===== config.mk =====
export PLATFORM = sky130hd
export DESIGN_NAME = ddr_path_mode_sequencer
export DESIGN_NICKNAME = d
export VERILOG_FILES = /design/src/rtl/ddr_path_mode_sequencer.sv
export SDC_FILE = /design/constraint.sdc
export NUM_CORES = 1
export LEC_CHECK = 0
export ABC_CLOCK_PERIOD_IN_PS = 2080
export CAP_MARGIN = 15
export CORE_MARGIN = 5
export CORE_UTILIZATION = 30
export DETAILED_ROUTE_END_ITERATION = 16
export SETUP_SLACK_MARGIN = 0.5
export SLEW_MARGIN = 20
export SYNTH_ARGS = -nofsm -noshare
export SYNTH_HDL_FRONTEND = slang
export SYNTH_SLANG_ARGS = --single-unit
export TNS_END_PERCENT = 50

===== constraint.sdc =====
create_clock -name sys_clk -period 2.08 [get_ports sys_clk]
set_input_delay 0.416 -clock sys_clk [delete_from_list [all_inputs] [get_ports sys_clk]]
set_output_delay 0.416 -clock sys_clk [all_outputs]
set_load 0.005 [all_outputs]

===== src/rtl/ddr_path_mode_sequencer.sv =====
// ddr_path_mode_sequencer
// Moves the controller AXI port between the RTL master path and the SystemC
// bridge path without cutting a transaction in half. The sequence is:
// wait for idle address channels, block new addresses, let outstanding bursts
// drain, flip mode_sel, hold the blocks through a settle window, then reopen.
// Outstanding-burst counters also back-pressure the address channels at the limit.
module ddr_path_mode_sequencer #(
    parameter int unsigned MAX_OUTST     = 16,
    parameter int unsigned SETTLE_CYC    = 4,
    parameter int unsigned DRAIN_TIMEOUT = 1024,
    parameter logic        MODE_RESET    = 1'b0,
    localparam int unsigned CNT_W        = $clog2(MAX_OUTST + 1)
) (
    input  logic             sys_clk,
    input  logic             sys_rst,
    input  logic             mode_req,
    input  logic             aw_valid,
    input  logic             aw_ready,
    input  logic             ar_valid,
    input  logic             ar_ready,
    input  logic             b_valid,
    input  logic             b_ready,
    input  logic             r_valid,
    input  logic             r_ready,
    input  logic             r_last,
    output logic             mode_sel,
    output logic             aw_block,
    output logic             ar_block,
    output logic             switch_busy,
    output logic [CNT_W-1:0] wr_outst,
    output logic [CNT_W-1:0] rd_outst,
    output logic             timeout_err,
    output logic             count_err
);

    localparam int unsigned TMR_W = (DRAIN_TIMEOUT > 1) ? $clog2(DRAIN_TIMEOUT) : 1;
    localparam int unsigned STL_W = (SETTLE_CYC > 1) ? $clog2(SETTLE_CYC) : 1;

    typedef enum logic [2:0] {
        ST_RUN,
        ST_QUIESCE,
        ST_DRAIN,
        ST_SWITCH,
        ST_SETTLE
    } state_t;

    state_t             state_q, state_d;
    logic               mode_q, mode_d;
    logic               tgt_q, tgt_d;
    logic               blk_q, blk_d;
    logic [TMR_W-1:0]   timer_q, timer_d;
    logic [STL_W-1:0]   settle_q, settle_d;
    logic               tmo_q, tmo_d;
    logic               cerr_q, cerr_d;
    logic               clr_cnt;

    // Index 0 is the write direction, index 1 the read direction.
    logic [1:0]             cnt_inc;
    logic [1:0]             cnt_dec;
    logic [1:0]             cnt_ovf;
    logic [1:0][CNT_W-1:0]  cnt_val;

    assign cnt_inc = {ar_valid & ar_ready, aw_valid & aw_ready};
    assign cnt_dec = {r_valid & r_ready & r_last, b_valid & b_ready};

    generate
        for (genvar gi = 0; gi < 2; gi++) begin : g_cnt
            logic [CNT_W-1:0] cnt_q, cnt_d;
            logic             ovf;

            // Saturating up/down counter; an attempt past either end flags ovf.
            always_comb begin
                cnt_d = cnt_q;
                ovf   = 1'b0;
                if (cnt_inc[gi] && !cnt_dec[gi]) begin
                    if (cnt_q == CNT_W'(MAX_OUTST)) begin
                        ovf = 1'b1;
                    end else begin
                        cnt_d = cnt_q + 1'b1;
                    end
                end else if (cnt_dec[gi] && !cnt_inc[gi]) begin
                    if (cnt_q == '0) begin
                        ovf = 1'b1;
                    end else begin
                        cnt_d = cnt_q - 1'b1;
                    end
                end
                // A forced switch abandons whatever the controller still owes.
                if (clr_cnt) begin
                    cnt_d = '0;
                end
            end

            // Counter register.
            always_ff @(posedge sys_clk or posedge sys_rst) begin
                if (sys_rst) begin
                    cnt_q <= '0;
                end else begin
                    cnt_q <= cnt_d;
                end
            end

            assign cnt_val[gi] = cnt_q;
            assign cnt_ovf[gi] = ovf;
        end
    endgenerate

    // Next-state logic for the switch sequence and its side registers.
    always_comb begin
        state_d  = state_q;
        mode_d   = mode_q;
        tgt_d    = tgt_q;
        timer_d  = '0;
        settle_d = settle_q;
        tmo_d    = tmo_q;
        clr_cnt  = 1'b0;
        cerr_d   = cerr_q | (|cnt_ovf);
        case (state_q)
            ST_RUN: begin
                if (mode_req != mode_q) begin
                    tgt_d   = mode_req;
                    state_d = ST_QUIESCE;
                end
            end
            ST_QUIESCE: begin
                // Only block in a cycle with no address offered, so a valid is never withdrawn.
                if (!aw_valid && !ar_valid) begin
                    state_d = ST_DRAIN;
                end
            end
            ST_DRAIN: begin
                if (cnt_val[0] == '0 && cnt_val[1] == '0) begin
                    state_d = ST_SWITCH;
                end else if (timer_q == TMR_W'(DRAIN_TIMEOUT - 1)) begin
                    tmo_d   = 1'b1;
                    clr_cnt = 1'b1;
                    state_d = ST_SWITCH;
                end else begin
                    timer_d = timer_q + 1'b1;
                end
            end
            ST_SWITCH: begin
                mode_d   = tgt_q;
                settle_d = STL_W'(SETTLE_CYC - 1);
                state_d  = ST_SETTLE;
            end
            ST_SETTLE: begin
                if (settle_q == '0) begin
                    state_d = ST_RUN;
                end else begin
                    settle_d = settle_q - 1'b1;
                end
            end
            default: begin
                state_d = ST_RUN;
            end
        endcase
        // Block is registered and follows the state being entered, so it rises
        // on the DRAIN entry edge and falls on the RUN entry edge.
        blk_d = (state_d == ST_DRAIN) || (state_d == ST_SWITCH) || (state_d == ST_SETTLE);
    end

    // Sequencer state registers.
    always_ff @(posedge sys_clk or posedge sys_rst) begin
        if (sys_rst) begin
            state_q  <= ST_RUN;
            mode_q   <= MODE_RESET;
            tgt_q    <= MODE_RESET;
            blk_q    <= 1'b0;
            timer_q  <= '0;
            settle_q <= '0;
            tmo_q    <= 1'b0;
            cerr_q   <= 1'b0;
        end else begin
            state_q  <= state_d;
            mode_q   <= mode_d;
            tgt_q    <= tgt_d;
            blk_q    <= blk_d;
            timer_q  <= timer_d;
            settle_q <= settle_d;
            tmo_q    <= tmo_d;
            cerr_q   <= cerr_d;
        end
    end

    assign mode_sel    = mode_q;
    assign wr_outst    = cnt_val[0];
    assign rd_outst    = cnt_val[1];
    assign aw_block    = blk_q | (cnt_val[0] == CNT_W'(MAX_OUTST));
    assign ar_block    = blk_q | (cnt_val[1] == CNT_W'(MAX_OUTST));
    assign switch_busy = (state_q != ST_RUN);
    assign timeout_err = tmo_q;
    assign count_err   = cerr_q;

endmodule


==> impl_metrics.tcl, run 1 <==
set metrics [dict create \
    status "finished, final reports clean" \
    fin_nets 283 \
    worst_setup_path_end_kind "output port" \
    finClkSkew_ps 8.39 \
    grt_pass1_wl_um 7080 \
    io_pins 28 \
    total_power_w 0.00345 \
    synth_area_mm2 0.00180 \
    portBuffers 27 \
    multi_input_area_mm2 0.00111 \
    path_delay_family "simple AND/OR/NAND/NOR gates" \
    fill_cells 553 \
    synth_edf_count 0 \
    row_count 28 \
    critPathRequiredTime_ps 1660 \
    fin_crit_sh 0.878 \
    finalCriticalPeriod_ps 1830 \
    final_layout_size_suffix_gt1_frac 0.439 \
    tns_ps 0 \
    fp.dieW_um 87.4 \
    ant_nets 0 \
    track_usage 0.119 \
    finalMaxSlewViolations 0 \
    place.gp.congestion 0.799 \
    areaGrowthSynthToFinish_pct 56.9 \
    cts.clk_slew.worst_paths_ps 70 \
    max-vdd-ir-drop_mv 0.553 \
    worst_hold_slack_ps 467 \
    firstDrtPassIters 4 \
    synth_largest_area_cell "dfrtp_1" \
    hold_violations 0 \
    drc 0 \
    routedWlPerCell_um 12.1 \
    synth.distinct_cells 45 \
    worstPathMaxFanout 2 \
    cts_tree "built" \
    design.core.area_mm2 0.00589 \
    ys_ff_latch 30 \
    synthCells 179 \
    crit_path_top_delay_cell "dfrtp_2" \
    power_leakage_nw 1.31 \
    path_buf_inv 1 \
    cts_buffer_depth 2 \
    yosysMostFrequentCell "nor2_1" \
    n_antenna_cell 0 \
    synth.area.mux_share 0.0411 \
    crit_chain "nor4_4 > nand2_2 > nand2b_1 > dlygate4sd2_1" \
    async_reset_ff_frac 1.00 \
    slew_headroom 0.695 \
    clkLatencyLatePin_ps 280 \
    die_h_um 87.4 \
    tightest_slew_ps 446 \
    worst-setup-path-type "flip-flop to output port" \
    synthAdderAreaFrac 0.0780 \
    ys.flop_type "dfrtp_1" \
    dp_worst_setup_slack_ps -363 \
    ctsHoldBuffers 0 \
    hpwl_um 2750 \
    synth-compound-area-share 0.143 \
    start_util 0.305 \
    grt-ovfl-total 0 \
    viasPerCell 4.51 \
    cap_violations 0 \
    vias 1521 \
    register_area_um2 761 \
    p_per_area_mw_per_mm2 1220 \
    cts_root_buf "clkbuf_8" \
    drt_iter0_drc 59 \
    grt_pass1_vias 1534 \
    hold_class "flip-flop to flip-flop" \
    yosys.area_share.simple 0.197 \
    wirelength_um 4080 \
    rsz0062_at_grt "true" \
    cts_buffers 5 \
    synth_xor_area_frac 0.0829 \
    syn_area_per_cell_um2 10.0 \
    die-area_mm2 0.00764 \
    synth.area.top_cells "dfrtp_1 42%, nor2_1 6.5%, ha_1 5.6%" \
    synth_top_family_by_area "simple AND/OR/NAND/NOR gates" \
    grt_antenna_before_repair 0 \
    yosys_warnings 0 \
    yosysSeqAreaShare 0.418 \
    synth.top_cell.area_share 0.418 \
    setup-violations-final 0 \
    cp_slowest_stage_delay_ps 430 \
    setup_slack_ps 255 \
    grt_max_degree 31 \
    ys_top_cells_by_count "31 x nor2_1, 30 x dfrtp_1, 13 x inv_1" \
    clock-sinks 30 \
    cp-start-kind "flip-flop" \
    synth_nets 201 \
    clock.fmax_ghz 0.548 \
    h-tree-depth 2 \
    worstPathArrival_ps 1410 \
]
==> worst register-to-register path, delay by kind of cell (launching register included) <==
family	cells	cell delay [ps]
and+or+nand+nor	2	450
DFF	1	410
adders and majority gates	1	380
AOI/OAI and AO/OA	2	260
buffers and inverters	2	160
xor gates and xnor gates	1	90
==> layout make-up <==
cell class | count | share of cell area
clock buffer | 7 | 0.0306
clock inverter | 1 | 0.00178
inverter | 13 | 0.0191
multi-input combinational | 132 | 0.392
sequential | 30 | 0.270
tap | 75 | 0.0333
timing repair buffer | 79 | 0.253
==> logic make-up after synthesis <==
| family | Yosys count |
|---|---|
| muxes | 6 |
| AOI/OAI and AO/OA | 32 |
| buffers and inverters | 17 |
| xor gates and xnor gates | 17 |
| and+or+nand+nor | 67 |
| DFF | 30 |
| adders and majority gates | 10 |
==> state kept, by name (all words and copies together), names as in the netlist <==
name         flops
mode_sel         1
count_err        1
rd_outst         5
wr_outst         5
blk_q            1
timeout_err      1
tgt_q            1
timer_q         10
state_q          3
settle_q         2
==> stage by stage <==
stage / std cells / utilization / cell area [µm²]
2_1_floorplan: 179 / - / 1860
3_3_place_gp: 301 / 0.405 / 2380
3_5_place_dp: 301 / 0.405 / 2380
4_1_cts: 330 / 0.464 / 2730
5_1_grt: 337 / 0.479 / 2820
6_report: 337 / 0.479 / 2820
==> layer usage <==
| metal | GRT usage | vias up | routed length, µm |
|---|---|---|---|
| met5 | 0 | - | 0 |
| met4 | 0.0418 | 0 | 46 |
| met3 | 0.0388 | 4 | 189 |
| met2 | 0.179 | 22 | 1950 |
| met1 | 0.158 | 714 | 1890 |
| li1 | - | 781 | - |
==> cells in the final DEF, fill, tap and decap left out, drive strengths merged, types with 2 or more instances in the layout <==
master / instances
nand4: 5
clkdlybuf4s50: 8
dfrtp: 30
inv: 13
clkdlybuf4s15: 4
or2: 3
xor2: 7
ha: 8
a211oi: 2
nor4: 2
clkbuf: 9
o221ai: 2
dlymetal6s2s: 6
o31ai: 2
fa: 2
nand2b: 3
nand3: 4
a22oi: 2
dlygate4sd2: 3
xnor2: 10
or3: 2
nor2: 32
nor2b: 2
o21ai: 4
a21oi: 10
a21o: 5
nand2: 11
buf: 56
mux2i: 4
==> final timing paths <==
path / start / endpoint / slack, ps / cells past startpoint
max: wr_outst[2] / aw_block / 250 / 4
min: timeout_err / timeout_err / 470 / 1
max reg2reg: wr_outst[1] / wr_outst[4] / 270 / 8
min reg2reg: timeout_err / timeout_err / 470 / 1
max in group asynchronous: sys_rst / rd_outst[4] / 1250 / 3
min in group asynchronous: sys_rst / timeout_err / 510 / 3
==> power breakdown <==
| part | internal (W) | switching, W | total (W) |
|---|---|---|---|
| clock network | 0.000267 | 0.000217 | 0.000484 |
| logic | 0.00119 | 0.000795 | 0.00199 |
| registers | 0.000774 | 0.000200 | 0.000973 |
==> timing repair <==
item,in CTS,in global routing
gates resized for setup,71,11
buffers inserted,20,7
setup endpoints to repair,26,35
cloned,1,0
pin swaps,24,9
Power figures use the tool's default switching activity.
==> run 2, diff against run 1 <==
--- a/config.mk
+++ b/config.mk
@@ -10,6 +10,7 @@
 export CORE_MARGIN = 5
 export CORE_UTILIZATION = 30
 export DETAILED_ROUTE_END_ITERATION = 16
+export REMOVE_ABC_BUFFERS = 1
 export SETUP_SLACK_MARGIN = 0.5
 export SLEW_MARGIN = 20
 export SYNTH_ARGS = -nofsm -noshare
==> impl_metrics.tcl, run 2 (synthesized netlist as in run 1, its figures left out) <==
set metrics [dict create \
    max-vdd-ir-drop_mv 0.454 \
    cts_buffer_depth 2 \
    combPwrFrac 0.572 \
    crit_chain "nor4_4 > nand2_2 > nand2b_1 > buf_2" \
    vias 1523 \
    clkLatencyLatePin_ps 280 \
    tightest_slew_ps 393 \
    die_h_um 87.4 \
    slew_headroom 0.731 \
    drc 0 \
    grt_antenna_before_repair 0 \
    finalMaxSlewViolations 0 \
    h-tree-depth 2 \
    n_antenna_cell 0 \
    worstPathArrival_ps 1350 \
    wirelength_um 4190 \
    die-area_mm2 0.00764 \
    reg2regPathDepth 7 \
    grt_pass1_vias 1517 \
    setup_slack_ps 316 \
    cts_root_buf "clkbuf_8" \
    cts_tree "built" \
    row_count 28 \
    place.gp.congestion 0.766 \
    cts.clk_slew.worst_paths_ps 60 \
    seqPwrFrac 0.284 \
    fp.dieW_um 87.4 \
    crit_path_top_delay_cell "dfrtp_2" \
    largest_register "timer_q" \
    hold_class "flip-flop to flip-flop" \
    path_delay_family "simple AND/OR/NAND/NOR gates" \
    power_leakage_nw 1.24 \
    start_util 0.305 \
    cp-start-kind "flip-flop" \
    fill_cells 561 \
    p_per_area_mw_per_mm2 1250 \
    routedWlPerCell_um 12.8 \
    design.core.area_mm2 0.00589 \
    worst_setup_path_end_kind "output port" \
    final_layout_size_suffix_gt1_frac 0.440 \
    finalCriticalPeriod_ps 1760 \
    instances_no_fill 327 \
    switchingPower_w 0.00123 \
    grt_pass1_wl_um 7040 \
    clkPwrFrac 0.144 \
    dp_worst_setup_slack_ps -401 \
    intPower_w 0.00218 \
    placedCellCount 300 \
    grt_max_degree 31 \
    cts_buffers 5 \
    switching_share 0.361 \
    status "finished, final reports clean" \
    hold_depth 1 \
    fin_util 0.463 \
    hpwl_um 2810 \
    setup-violations-final 0 \
    cap_violations 0 \
    viasPerCell 4.66 \
    fin_crit_sh 0.848 \
    io_pins 28 \
    multi_input_area_mm2 0.00114 \
    rsz0062_at_grt "true" \
    grt-ovfl-total 0 \
    finClkSkew_ps 5.85 \
    critPathRequiredTime_ps 1660 \
    largest_reg_flops 10 \
    hold_violations 0 \
    path_buf_inv 1 \
    tns_ps 0 \
    clock-sinks 30 \
    portBuffers 27 \
    worstPathMaxFanout 2 \
    cp_slowest_stage_delay_ps 430 \
    final_common_cell "buf_4" \
    total_power_w 0.00340 \
    areaGrowthSynthToFinish_pct 51.8 \
    track_usage 0.119 \
    ant_nets 0 \
    firstDrtPassIters 4 \
    worst-setup-path-type "flip-flop to output port" \
    crit_cells 4 \
    drt_iter0_drc 37 \
    register_area_um2 763 \
    fin_nets 273 \
    mostFrequentLayoutCells "32 x buf_4, 29 x nor2_1, 20 x dfrtp_1" \
    clock.fmax_ghz 0.567 \
]
run 2: cell count changes in the layout (fill, tap and decap cells not counted), sizes merged:
cell | before | now
clkdlybuf4s50 | 8 | 10
buf | 56 | 50
dlymetal6s2s | 6 | 4
clkdlybuf4s15 | 4 | 1
clkbuf | 9 | 8
run 2: area by class of cell:
class / count / area share
sequential: 30 / 0.280
multi-input combinational: 132 / 0.419
clock buffer: 7 / 0.0317
inverter: 13 / 0.0188
timing repair buffer: 69 / 0.214
clock inverter: 1 / 0.00183
tap: 75 / 0.0344
run 2: stage by stage:
step	area [µm²]	hold slack [ps]
after floorplan	1770	455
after global placement	2310	463
after detailed placement	2310	460
after CTS	2640	476
after global routing	2730	491
final	2730	476
run 2: worst paths after layout:
check                      slack (ps)           to   startpoint
hold / removal                    480  timeout_err  timeout_err
max in group asynchronous        1270  rd_outst[4]      sys_rst
setup reg to reg                  330  wr_outst[4]  wr_outst[1]
hold reg to reg                   480  timeout_err  timeout_err
setup / recovery                  320     aw_block  wr_outst[2]
min in group asynchronous         510   timer_q[4]      sys_rst
run 2: power groups by stage:
stage | Clock, W | Combinational (W) | Sequential, W
after floorplan | 0 | 0.000774 | 0.00100
after global placement | 0 | 0.00141 | 0.00103
after detailed placement | 0 | 0.00141 | 0.00103
after CTS | 0.000503 | 0.00184 | 0.000975
after global routing | 0.000527 | 0.00215 | 0.000992
final | 0.000489 | 0.00195 | 0.000966
run 2: worst reg2reg max path, stage by stage (launching register included):
cell	delay (ps)
dfrtp_1	430
inv_2	80
fa_2	370
nand2b_4	150
a21oi_2	140
xor2_1	80
or3_1	330
a21oi_2	110
run 2: per-layer routing:
| metal | vias to the layer above | global-route usage | share of wire | wire [µm] |
|---|---|---|---|---|
| met3 | 10 | 0.0265 | 0.041 | 173 |
| met4 | 0 | 0.0544 | 0.024 | 102 |
| met1 | 720 | 0.156 | 0.48 | 2030 |
| met2 | 30 | 0.185 | 0.45 | 1880 |
| met5 | - | 0 | 0 | 0 |
| li1 | 763 | - | - | - |
run 2: repair_timing:
action / 4_1_cts / 5_1_grt
gates cloned: 0 / 0
pin swaps: 21 / 4
hold buffers: 0 / 0
setup buffers: 16 / 3
setup endpoints to repair: 26 / 36
gates resized for setup: 79 / 19
